--- src/rtl/craps_roll_sequencer.sv ---
// Craps game sequencer: conditions the roll button, spins two dice counters while
// it is held, captures them on release and runs the come-out/point state machine.
module craps_roll_sequencer #(
  parameter int DEBOUNCE_CYCLES = 250000,
  parameter int DB_W            = 18
) (
  input  logic       clock,
  input  logic       reset,
  input  logic       roll,
  output logic [2:0] die1,
  output logic [2:0] die2,
  output logic [3:0] sum,
  output logic [3:0] point,
  output logic       win,
  output logic       loss,
  output logic       roll_done
);

  typedef enum logic [1:0] {COME_OUT, POINT_S, WIN_S, LOSS_S} state_t;

  state_t          state, state_nx;
  logic [3:0]      point_nx;
  logic            roll_m, roll_s, roll_db, roll_db_q;
  logic [DB_W-1:0] db_cnt;
  logic [2:0]      cnt1, cnt2;
  logic [3:0]      s;
  logic            release_ev;

  // Two-flop synchroniser for the asynchronous button
  always_ff @(posedge clock or posedge reset) begin
    if (reset) begin
      roll_m <= 1'b0;
      roll_s <= 1'b0;
    end else begin
      roll_m <= roll;
      roll_s <= roll_m;
    end
  end

  always_ff @(posedge clock or posedge reset) begin
    if (reset) begin
      roll_db <= 1'b0;
      db_cnt  <= '0;
    end else if (roll_s == roll_db) begin
      db_cnt <= '0;
    end else if (db_cnt == DB_W'(DEBOUNCE_CYCLES - 1)) begin
      roll_db <= roll_s;
      db_cnt  <= '0;
    end else begin
      db_cnt <= db_cnt + 1'b1;
    end
  end

  // cnt2 steps only when cnt1 wraps, so the pair walks all 36 outcomes
  always_ff @(posedge clock or posedge reset) begin
    if (reset) begin
      cnt1 <= 3'd1;
      cnt2 <= 3'd1;
    end else if (roll_db) begin
      cnt1 <= (cnt1 == 3'd6) ? 3'd1 : cnt1 + 3'd1;
      if (cnt1 == 3'd6) cnt2 <= (cnt2 == 3'd6) ? 3'd1 : cnt2 + 3'd1;
    end
  end

  assign s          = {1'b0, cnt1} + {1'b0, cnt2};
  assign release_ev = roll_db_q & ~roll_db;

  always_ff @(posedge clock or posedge reset) begin
    if (reset) begin
      roll_db_q <= 1'b0;
      die1      <= 3'd1;
      die2      <= 3'd1;
      sum       <= 4'd2;
      roll_done <= 1'b0;
      state     <= COME_OUT;
      point     <= 4'd0;
    end else begin
      roll_db_q <= roll_db;
      roll_done <= release_ev;
      if (release_ev) begin
        die1  <= cnt1;
        die2  <= cnt2;
        sum   <= s;
        state <= state_nx;
        point <= point_nx;
      end
    end
  end

  // WIN/LOSS fall through to the come-out rules: a capture there starts a new game
  always_comb begin
    state_nx = state;
    point_nx = point;
    if (state == POINT_S) begin
      if (s == point) begin
        state_nx = WIN_S;
        point_nx = 4'd0;
      end else if (s == 4'd7) begin
        state_nx = LOSS_S;
        point_nx = 4'd0;
      end
    end else begin
      case (s)
        4'd7, 4'd11:        begin state_nx = WIN_S;  point_nx = 4'd0; end
        4'd2, 4'd3, 4'd12:  begin state_nx = LOSS_S; point_nx = 4'd0; end
        default:            begin state_nx = POINT_S; point_nx = s; end
      endcase
    end
  end

  always_comb begin
    win  = (state == WIN_S);
    loss = (state == LOSS_S);
  end

endmodule

--- config.mk ---
export PLATFORM = sky130hd
export DESIGN_NAME = craps_roll_sequencer
export DESIGN_NICKNAME = d
export VERILOG_FILES = /design/src/rtl/craps_roll_sequencer.sv
export SDC_FILE = /design/constraint.sdc
export NUM_CORES = 1
export LEC_CHECK = 0
export CAP_MARGIN = 20
export CORE_ASPECT_RATIO = 2
export CORE_MARGIN = 2
export CORE_UTILIZATION = 45
export DETAILED_ROUTE_END_ITERATION = 8
export PLACE_DENSITY_LB_ADDON = 0.15
export SLEW_MARGIN = 20
export SYNTH_ARGS = -nofsm -noshare
export SYNTH_HDL_FRONTEND = slang
export SYNTH_SLANG_ARGS = --single-unit
--- constraint.sdc ---
create_clock -name clock -period 2.2 [get_ports clock]
set_clock_uncertainty 0.1 [all_clocks]
set_input_delay 0.33 -clock clock [delete_from_list [all_inputs] [get_ports clock]]
set_output_delay 0.33 -clock clock [all_outputs]
set_load 0.02 [all_outputs]
==> impl_metrics.yaml <==
pwr:
  power.density_nw_per_um2: 566.0
  p_leak_nw: 1.243
  ir_worst_vdd_mv: 0.4723
floorplanning:
  die-area_um2: 5424
  io_pins: 20
  rows: 35
  start_util: 0.4671
  die_h_um: 102.2
  die_w_um: 53.09
  core-area_um2: 4642
synthesis:
  syn-cell-area_um2: 2168
  ys.flop_type: "dfrtp_1"
  avgSynthCellArea_um2: 10.04
  synth_edf_count: 0
  synthCells: 216
  synth-seq-area-share: 0.5222
  syn_nets: 224
  async_flop_share: 1.000
  yosys-top-cells-area: "dfrtp_1, nand2_1, dfstp_2"
  yosysWarnings: 0
  synth_cell_type_count: 42
  yosysTopAreaCellShare: 0.4616
  synth-seq-cells: 45
  yosys.area.top_type: "dfrtp_1"
sta:
  min_period_over_period: 1.003
  slew_headroom: 0.7005
  rsz0062_at_grt: "yes"
  fin_crit_ns: 2.206
  finalHoldViolCount: 0
  whs_ns: 0.2586
  finalWorstSetupSlack_ns: -0.005700
  finalSetupViolations: 1
  worst_pin_slew_ns: 0.4484
  fmax_mhz: 453.4
  slew_violations: 0
detailed_routing:
  postRouteAntennaNets: 0
  drt_iter0_drc: 29
  vias: 1623
  route.detailed.drc: 0
  drt-wirelength-per-cell_um: 14.73
  viasPerCell: 5.252
  first_pass_iters: 4
  drt-total-wl_mm: 4.551
worst_setup_path:
  crit_fanout: 5
  worst-path-buf-inv: 0
  cp_cell_sequence: "ha_4 > fa_2 > nand2b_4 > and2_4 > maj3_2 > a311oi_4 > a32o_1"
  critPathKind: "reg2reg"
  cp-end-kind: "flip-flop"
  cp-start-kind: "flip-flop"
  required_ns: 2.34
  cp_slowest_stage_delay_ns: 0.39
  crit_family: "adder cells"
  slowest_stage: "dfstp_2"
  worstPathArrival_ns: 2.35
clock_tree:
  tritoncts: "built"
  clk_pin_slew_ns: 0.09
  cts_sinks: 45
  htree_levels: 2
  cts_inserted_buffers: 5
  clock_path_buffers: 2
  clock_latency_ns: 0.30
  cts-root-buf: "clkbuf_8"
grt:
  grt_usage: 0.1963
  grt_antenna_before_repair: 0
  grt-ovfl-total: 0
  grt_first_pass_wirelength_mm: 7.748
  grt_pass1_vias: 1666
  grt_max_degree: 46
place:
  dp.cells: 298
  gp_congestion: 0.8045
  dp_hpwl_mm: 3.298
  io_buffers: 19
final_layout:
  antennaDiodeCount: 0
  layout-drive-gt1-share: 0.1732
  multi_input_area_um2: 1035
  seq_area_um2: 1132
  num-fill-cells: 418
  fin_nets: 261
  synthToLayoutAreaGrowth_pct: 25.10
  final_cells: 309
min_path:
  hp-class: "reg2reg"
job:
  maxCapViolCount: 0
outcome:
  status: "complete, but fails checks"
  violations: "negative setup slack"
==> worst register-to-register path: cells and delay by family (launching register included) <==
family	cells	cell delay, ns
adder cells (fa/ha/maj)	3	0.84
AO/OA/AOI/OAI	2	0.51
flip-flops	1	0.39
AND/OR/NAND/NOR	2	0.32
==> path summary, 6_finish.rpt <==
check	startpoint	endpoint	slack, ns	depth (start not counted)
max in group asynchronous	reset	sum[1]$_DFFE_PP1P_	1.46	3
worst max-delay path	cnt2[0]$_DFFE_PP1P_	point[3]$_DFFE_PP0P_	-0.006	7
worst min register to register	roll_m$_DFF_PP0_	roll_s$_DFF_PP0_	0.26	0
worst max register to register	cnt2[0]$_DFFE_PP1P_	point[3]$_DFFE_PP0P_	-0.006	7
worst min-delay path	roll_m$_DFF_PP0_	roll_s$_DFF_PP0_	0.26	0
min in group asynchronous	reset	die2[2]$_DFFE_PP0P_	0.27	3
==> what timing repair did <==
action / 4_1_cts / 5_1_grt
resized for setup: 0 / 3
setup endpoints to repair: 5 / 5
hold endpoints to repair: 0 / 0
buffers inserted: 1 / 2
pin swaps: 1 / 3
hold buffers: 0 / 0
==> synth_stat cells (2+ instances only) <==
cell type	instances
buf_2	4
dfrtp_1	40
inv_1	5
nand2b_1	5
xnor2_1	7
nor2_1	21
and3_1	3
nand4_1	4
nand2_1	42
a22o_1	3
nand3_1	9
dfstp_2	5
a31oi_1	3
and4_1	2
and2_1	2
a21o_1	2
xor2_1	14
clkbuf_1	3
a22oi_1	2
nor2b_1	2
ha_1	4
a21oi_1	4
o21ai_0	11
==> per-layer routing <==
metal	GRT usage	share of wire	vias up
met1	0.1960	0.37	790
met3	0.03509	0.017	8
li1	-	-	801
met2	0.3673	0.58	24
met5	0	0	-
met4	0.1006	0.029	0
==> stage by stage <==
stage / util / cell area, um2 / setup slack (ns) / TNS [ns] / power (mW)
final: 0.5844 / 2713 / -0.005700 / -0.005700 / 1.535
after global routing: 0.5844 / 2713 / -0.1072 / -0.4503 / 1.601
after CTS: 0.5776 / 2681 / -0.03024 / -0.06151 / 1.561
after detailed placement: 0.5501 / 2554 / -0.02026 / -0.03636 / 0.8944
after global placement: 0.5501 / 2554 / 0.02390 / 0 / 0.8935
after floorplan: - / 2211 / -0.002704 / -0.008112 / 0.8774
==> kinds of logic after synthesis <==
logic type,count (synthesis),share of synthesized area
flip-flops,45,0.5222
adder cells (fa/ha/maj),6,0.03751
multiplexers,2,0.009809
XOR/XNOR,22,0.09579
AO/OA/AOI/OAI,29,0.09348
buffers and inverters,12,0.02308
AND/OR/NAND/NOR,100,0.2181
==> cells in the final DEF (no fill, tap or decap), drive strengths merged, types with 2 or more instances in the layout <==
cell type,netlist,final
inv,5,4
xnor2,7,7
nand2,42,42
and4,2,2
nor2b,2,2
dfstp,5,5
a22o,3,3
nand2b,6,6
nor2,21,21
and3,3,3
nand4,4,4
a22oi,2,2
dfrtp,40,40
clkdlybuf4s50,0,19
o21ai,11,11
and2,3,3
a31oi,3,3
ha,4,4
nand3,9,9
buf,4,18
a21o,2,2
clkbuf,3,6
xor2,14,14
a21oi,4,4
==> flip-flops by register name, indices dropped and copies added (netlist names) <==
| signal | flops |
|---|---|
| db_cnt | 18 |
| point | 4 |
| sum | 4 |
| cnt1 | 3 |
| cnt2 | 3 |
| die1 | 3 |
| die2 | 3 |
| state | 2 |
| roll_db | 1 |
| roll_db_q | 1 |
| roll_done | 1 |
| roll_m | 1 |
| roll_s | 1 |
==> final cells by class <==
class / count / share of cell area
clock inverter: 2 / 0.01384
clock buffer: 6 / 0.03044
sequential: 45 / 0.4174
inverter: 5 / 0.006919
timing repair buffer: 37 / 0.1245
multi-input combinational: 159 / 0.3815
tap: 55 / 0.02537
==> where the power goes <==
group          internal [mW]  switching (mW)  total [mW]
combinational         0.0128          0.0257      0.0385
clock                  0.369           0.290       0.659
sequential             0.833         0.00475       0.838
Note: power is estimated with default switching activity, not from simulation.
==> edit 1 (same flow settings) <==
Reset style: synchronous (`reset`), changed in 4 clocked blocks. Comments in the files are not updated.
--- a/src/rtl/craps_roll_sequencer.sv
+++ b/src/rtl/craps_roll_sequencer.sv
@@ -27,7 +27,7 @@
   logic            release_ev;
 
   // Two-flop synchroniser for the asynchronous button
-  always_ff @(posedge clock or posedge reset) begin
+  always_ff @(posedge clock) begin
     if (reset) begin
       roll_m <= 1'b0;
       roll_s <= 1'b0;
@@ -37,7 +37,7 @@
     end
   end
 
-  always_ff @(posedge clock or posedge reset) begin
+  always_ff @(posedge clock) begin
     if (reset) begin
       roll_db <= 1'b0;
       db_cnt  <= '0;
@@ -52,7 +52,7 @@
   end
 
   // cnt2 steps only when cnt1 wraps, so the pair walks all 36 outcomes
-  always_ff @(posedge clock or posedge reset) begin
+  always_ff @(posedge clock) begin
     if (reset) begin
       cnt1 <= 3'd1;
       cnt2 <= 3'd1;
@@ -65,7 +65,7 @@
   assign s          = {1'b0, cnt1} + {1'b0, cnt2};
   assign release_ev = roll_db_q & ~roll_db;
 
-  always_ff @(posedge clock or posedge reset) begin
+  always_ff @(posedge clock) begin
     if (reset) begin
       roll_db_q <= 1'b0;
       die1      <= 3'd1;
Function: no difference found for any inputs over 10 cycles, from zero or initial values and one cycle with reset high; that may be too few to reach the edited logic, so the function may still have changed.
==> edit 1 against the unedited design <==
Hold slack better by 0.091 ns. Power is 3.4% lower. Largest cell class is now multi-input gates. Sequential cell count stayed put. Synthesized area is 3.5% lower. Cell area is 7.1% lower. Largest power group unchanged. Via count is 6.7% higher. Critical path type unchanged. Setup slack better by 0.058 ns. Wire length is 1.1% lower.
==> edit 1: results (changes against the unedited design) <==
- Arrival time worst endpoint: 2.24 ns (was 2.35 ns)
- Worst Max-Slew Pin Slew: 0.445 ns (was 0.448 ns)
- Clk root buf: clkbuf_8 (unchanged)
- Initial antenna violation count: 0 (unchanged)
- Buffers on Ports: 19 (unchanged)
- Gr usage total: 19.0% (was 19.6%)
- Maximum VDD drop: 450 uV (was 472 uV)
- Largest net degree at the start of global routing: 16 (was 46)
- Synth area leaders: dfxtp_1 (43%), xor2_1 (6.7%), nor2_1 (6.6%) (was dfrtp_1 (46%), nand2_1 (7.3%), dfstp_2 (6.1%))
- Netlist cell types: 40 (was 42)
- Met2 Wirelength: 2.58 mm (was 2.66 mm)
- # resized after CTS: 0 (unchanged)
- H-tree depth: 2 (unchanged)
- Vias: 1731 (was 1623)
- DP HPWL: 3.49 mm (was 3.30 mm)
- Asr flop ratio synth: 0% (was 100%)
- YS warnings: 0 (unchanged)
- GP Congestion: 0.866 (was 0.805)
- Main synth FF type: dfxtp_1 (was dfrtp_1)
- Fill cells: 455 (was 418)
- Layout cells sized above 1: 10.3% (was 17.3%)
- CTS Buf Count: 5 (unchanged)
- DR WL met3: 90 microns (was 77 microns)
- Top cells by count, synth: dfxtp_1 (45), nor2_1 (37), nand2_1 (36) (was nand2_1 (42), dfrtp_1 (40), nor2_1 (21))
- Seq/Total Area, Yosys: 43.0% (was 52.2%)
- Routed length on met1: 1.64 mm (was 1.68 mm)
- Leakage: 0.928 nW (was 1.24 nW)
- Clock latency on the worst-skew pair: roughly 0.29 ns
- Global-route wire length before repair: 7.43 mm (was 7.75 mm)
- WL final: 4.50 mm (was 4.55 mm)
- Cell-internal power: 1.19 mW (was 1.22 mW)
- Nets: 280 (was 261)
- Worst min path class: reg2reg (unchanged)
- Ant diodes: 0 (unchanged)
- Status: finished clean (was finished with violations)
- Vias in the first global route: 1641 (was 1666)
- Top Metal Used: met4 (unchanged)
- Max clock buf depth: 2 (unchanged)
- CP max FO: 5 (unchanged)
- Initial DRC Count: 15 (was 29)
- Post-CTS Setup Bufs: 0 (was 1)
- Syn Nets: 252 (was 224)
-- edit 1: changes by cell type after synthesis, sizes merged, moves of 4 or more --
cell | unedited run | this run
dfxtp | 0 | 45
dfrtp | 40 | 0
nor2 | 21 | 37
a21oi | 4 | 14
nand2 | 42 | 36
dfstp | 5 | 0
nor3 | 1 | 6
nand4 | 4 | 8
nor2b | 2 | 6
-- edit 1: critical path, stage by stage, from the launching register on --
cell     delay, ns
dfxtp_1       0.34
ha_4          0.18
fa_2          0.55
xor2_1        0.26
nor3_2        0.07
a31oi_1       0.20
a21oi_2       0.11
o211a_1       0.22
-- edit 1: cell type report --
class	count	share of cell area, %
clock inverter	1	1.19
inverter	3	0.447
sequential	45	35.8
clock buffer	7	3.42
tap	55	2.73
multi-input combinational	184	44.7
timing repair buffer	33	11.7
-- edit 1: final timing paths --
check                          end  depth (start not counted)  slack [ns]                 start
max          state[1]$_SDFFE_PP0P_                          7        0.05  cnt2[0]$_SDFFE_PP1P_
min              roll_s$_SDFF_PP0_                          1        0.35     roll_m$_SDFF_PP0_
max reg2reg  state[1]$_SDFFE_PP0P_                          7        0.05  cnt2[0]$_SDFFE_PP1P_
min reg2reg      roll_s$_SDFF_PP0_                          1        0.35     roll_m$_SDFF_PP0_
-- edit 1: per-layer routing --
metal  vias up  GRT usage (%)
met2        27           36.3
met4         0           10.7
met3        14           3.12
met5         -              0
li1        887              -
met1       803           17.8
-- edit 1: power by group through the flow --
| stage | sequential, mW | combinational, mW | clock, mW |
|---|---|---|---|
| final | 0.817 | 0.0204 | 0.646 |
| after global routing | 0.818 | 0.0229 | 0.687 |
| after CTS | 0.817 | 0.0212 | 0.662 |
| after detailed placement | 0.836 | 0.0212 | 0 |
| after floorplan | 0.836 | 0.0130 | 0 |
| after global placement | 0.836 | 0.0211 | 0 |
-- edit 1: kinds of logic after synthesis --
family	count (synthesis)	synth area share [%]
buf+inv	15	3.83
mux	2	0.956
compound gates	35	11.1
simple gates	118	27.0
fa+ha+maj	5	3.35
flops	45	43.0
xor+xnor	24	10.8
-- edit 1: per-stage QoR --
step	area (sq um)	setup slack, ns	setup TNS, ns	std cells
2_1_floorplan	2110	0.0754	0	244
3_3_place_gp	2400	0.0865	0	320
3_5_place_dp	2400	0.0415	0	320
4_1_cts	2520	0.0230	0	328
5_1_grt	2520	-0.0150	-0.0368	328
6_report	2520	0.0523	0	328
==> edit 2 (same flow settings) <==
Without the edit above. Set the parameter `DB_W` to 22 (it was 18).
--- a/src/rtl/craps_roll_sequencer.sv
+++ b/src/rtl/craps_roll_sequencer.sv
@@ -2,7 +2,7 @@
 // it is held, captures them on release and runs the come-out/point state machine.
 module craps_roll_sequencer #(
   parameter int DEBOUNCE_CYCLES = 250000,
-  parameter int DB_W            = 18
+  parameter int DB_W            = 22
 ) (
   input  logic       clock,
   input  logic       reset,
Function: no difference found for any inputs over 10 cycles, from zero or initial values and one cycle with reset high; that may be too few to reach the edited logic, so the function may still have changed.
==> edit 2 against the unedited design <==
The run still ends with setup timing left. Largest cell class unchanged. Cell count is 13% higher. Synthesized area is 10% higher. Sequential cell count is 4 higher. Core utilization hardly changed. Largest power group unchanged. Critical path type unchanged. Critical endpoint is now point[1]$_DFFE_PP0P_. Wire length is 14% higher. Critical path depth stayed put. Clock power is 11% lower. Cell area is 11% higher. Power is 0.74% higher. Setup slack worse by 0.045 ns.
==> edit 2: results (changes against the unedited design) <==
- Status: finished with violations (unchanged)
- Failing checks: setup timing (unchanged)
- R2R cell count: 7 (unchanged)
- Leakage: 1.30 nW (was 1.24 nW)
- H-tree depth: 2 (unchanged)
- Mux cell area share after synthesis: 0.471% (was 0.981%)
- Worst Max-Slew Pin Slew: 0.389 ns (was 0.448 ns)
- Vias in the first global route: 1977 (was 1666)
- Setup TNS: -0.145 ns (was -0.00570 ns)
- Asr flop ratio synth: 100% (unchanged)
- Global-route wire length before repair: 8.98 mm (was 7.75 mm)
- Post-CTS Setup Bufs: 2 (was 1)
- Clk root buf: clkbuf_8 (unchanged)
- Seq/Total Area, Yosys: 51.5% (was 52.2%)
- Gr usage total: 19.6% (about the same)
- Area after DPL: 0.00284 sq mm (was 0.00255 sq mm)
- Clock latency on the worst-skew pair: 0.30 ns (about the same)
- Initial antenna violation count: 0 (unchanged)
- # placed instances: 340 (was 298)
- Post-synthesis adder-cell area fraction: 2.93% (was 3.75%)
- Syn Nets: 255 (was 224)
- GP Congestion: 0.793 (was 0.805)
- Initial DRC Count: 36 (was 29)
- Leading registers by flop count: db_cnt: 22 flops, point: 4 flops, sum: 4 flops (was db_cnt: 18 flops, point: 4 flops, sum: 4 flops)
- Switch share: 21.8% (was 20.8%)
- Worst min path class: in2async (was reg2reg)
- Buffers on Ports: 19 (unchanged)
- DR vias/cell: 5.44 (was 5.25)
- Ant diodes: 0 (unchanged)
- Pre-CTS setup slack: -0.115 ns (was -0.0203 ns)
- Largest net degree at the start of global routing: 34 (was 46)
- DP HPWL: 3.84 mm (was 3.30 mm)
- Vias: 1905 (was 1623)
- Netlist cell types: 40 (was 42)
- CTS Buf Count: 5 (unchanged)
- Layout cells sized above 1: 19.2% (was 17.3%)
- CP max FO: 3 (was 5)
- Synth area leaders: dfrtp_1 (46%), xnor2_1 (7.0%), dfstp_2 (5.5%) (was dfrtp_1 (46%), nand2_1 (7.3%), dfstp_2 (6.1%))
- Maximum VDD drop: 534 uV (was 472 uV)
- Max clock buf depth: 2 (unchanged)
- Fill cells: 466 (was 418)
- Reg clk slew, reported paths: 0.09 ns (about the same)
- Post-synthesis xor/xnor area fraction: 11.3% (was 9.58%)
- Syn avg cell area: 9.68 sq um (was 10.0 sq um)
- YS warnings: 0 (unchanged)
- Final WS setup: -0.0510 ns (was -0.00570 ns)
- # resized after CTS: 4 (was 0)
- Critical path startpoint: cnt1[0]$_DFFE_PP1P_ (was cnt2[0]$_DFFE_PP1P_)
- DR WL/cell: 14.8 microns (was 14.7 microns)
- Final setup violation count: 4 (was 1)
- Post-synthesis compound-gate area fraction: 7.22% (was 9.35%)
- Top cells by count, synth: dfrtp_1 (44), nand2_1 (34), nor2_1 (32) (was nand2_1 (42), dfrtp_1 (40), nor2_1 (21))
- Nets: 299 (was 261)
- Critical Path Sink: point[1]$_DFFE_PP0P_ (was point[3]$_DFFE_PP0P_)
- Drt first pass iters: 4 (unchanged)
- Gate power share: 3.2% (was 2.5%)
- Clock Power Share: 37.8% (was 42.9%)
## edit 2: final cells by class
class / instances / area (sq um) / share of cell area (%)
clock buffer: 7 / 96.3 / 3.21
multi-input combinational: 177 / 1140 / 37.9
timing repair buffer: 45 / 410 / 13.7
inverter: 13 / 48.8 / 1.62
clock inverter: 1 / 5.00 / 0.167
tap: 58 / 72.6 / 2.41
sequential: 49 / 1230 / 41.0
## edit 2: through the flow
stage	power (mW)	hold WS (ns)
after detailed placement	0.981	0.236
after CTS	1.57	0.233
after global placement	0.981	0.234
final	1.55	0.219
after global routing	1.61	0.258
after floorplan	0.959	0.231
## edit 2: metal layers
metal	vias up	share of wire (%)	GRT usage, %
li1	912	-	-
met1	946	37	18.9
met2	33	57	37.0
met3	14	2.0	3.14
met4	0	3.8	12.7
met5	-	0	0
## edit 2: critical path: stages, from the launching register on
cell,delay [ns]
dfstp_2,0.57
ha_4,0.14
fa_2,0.46
xor2_2,0.19
nor3_2,0.16
nand3b_1,0.15
a31oi_2,0.25
o32ai_1,0.12
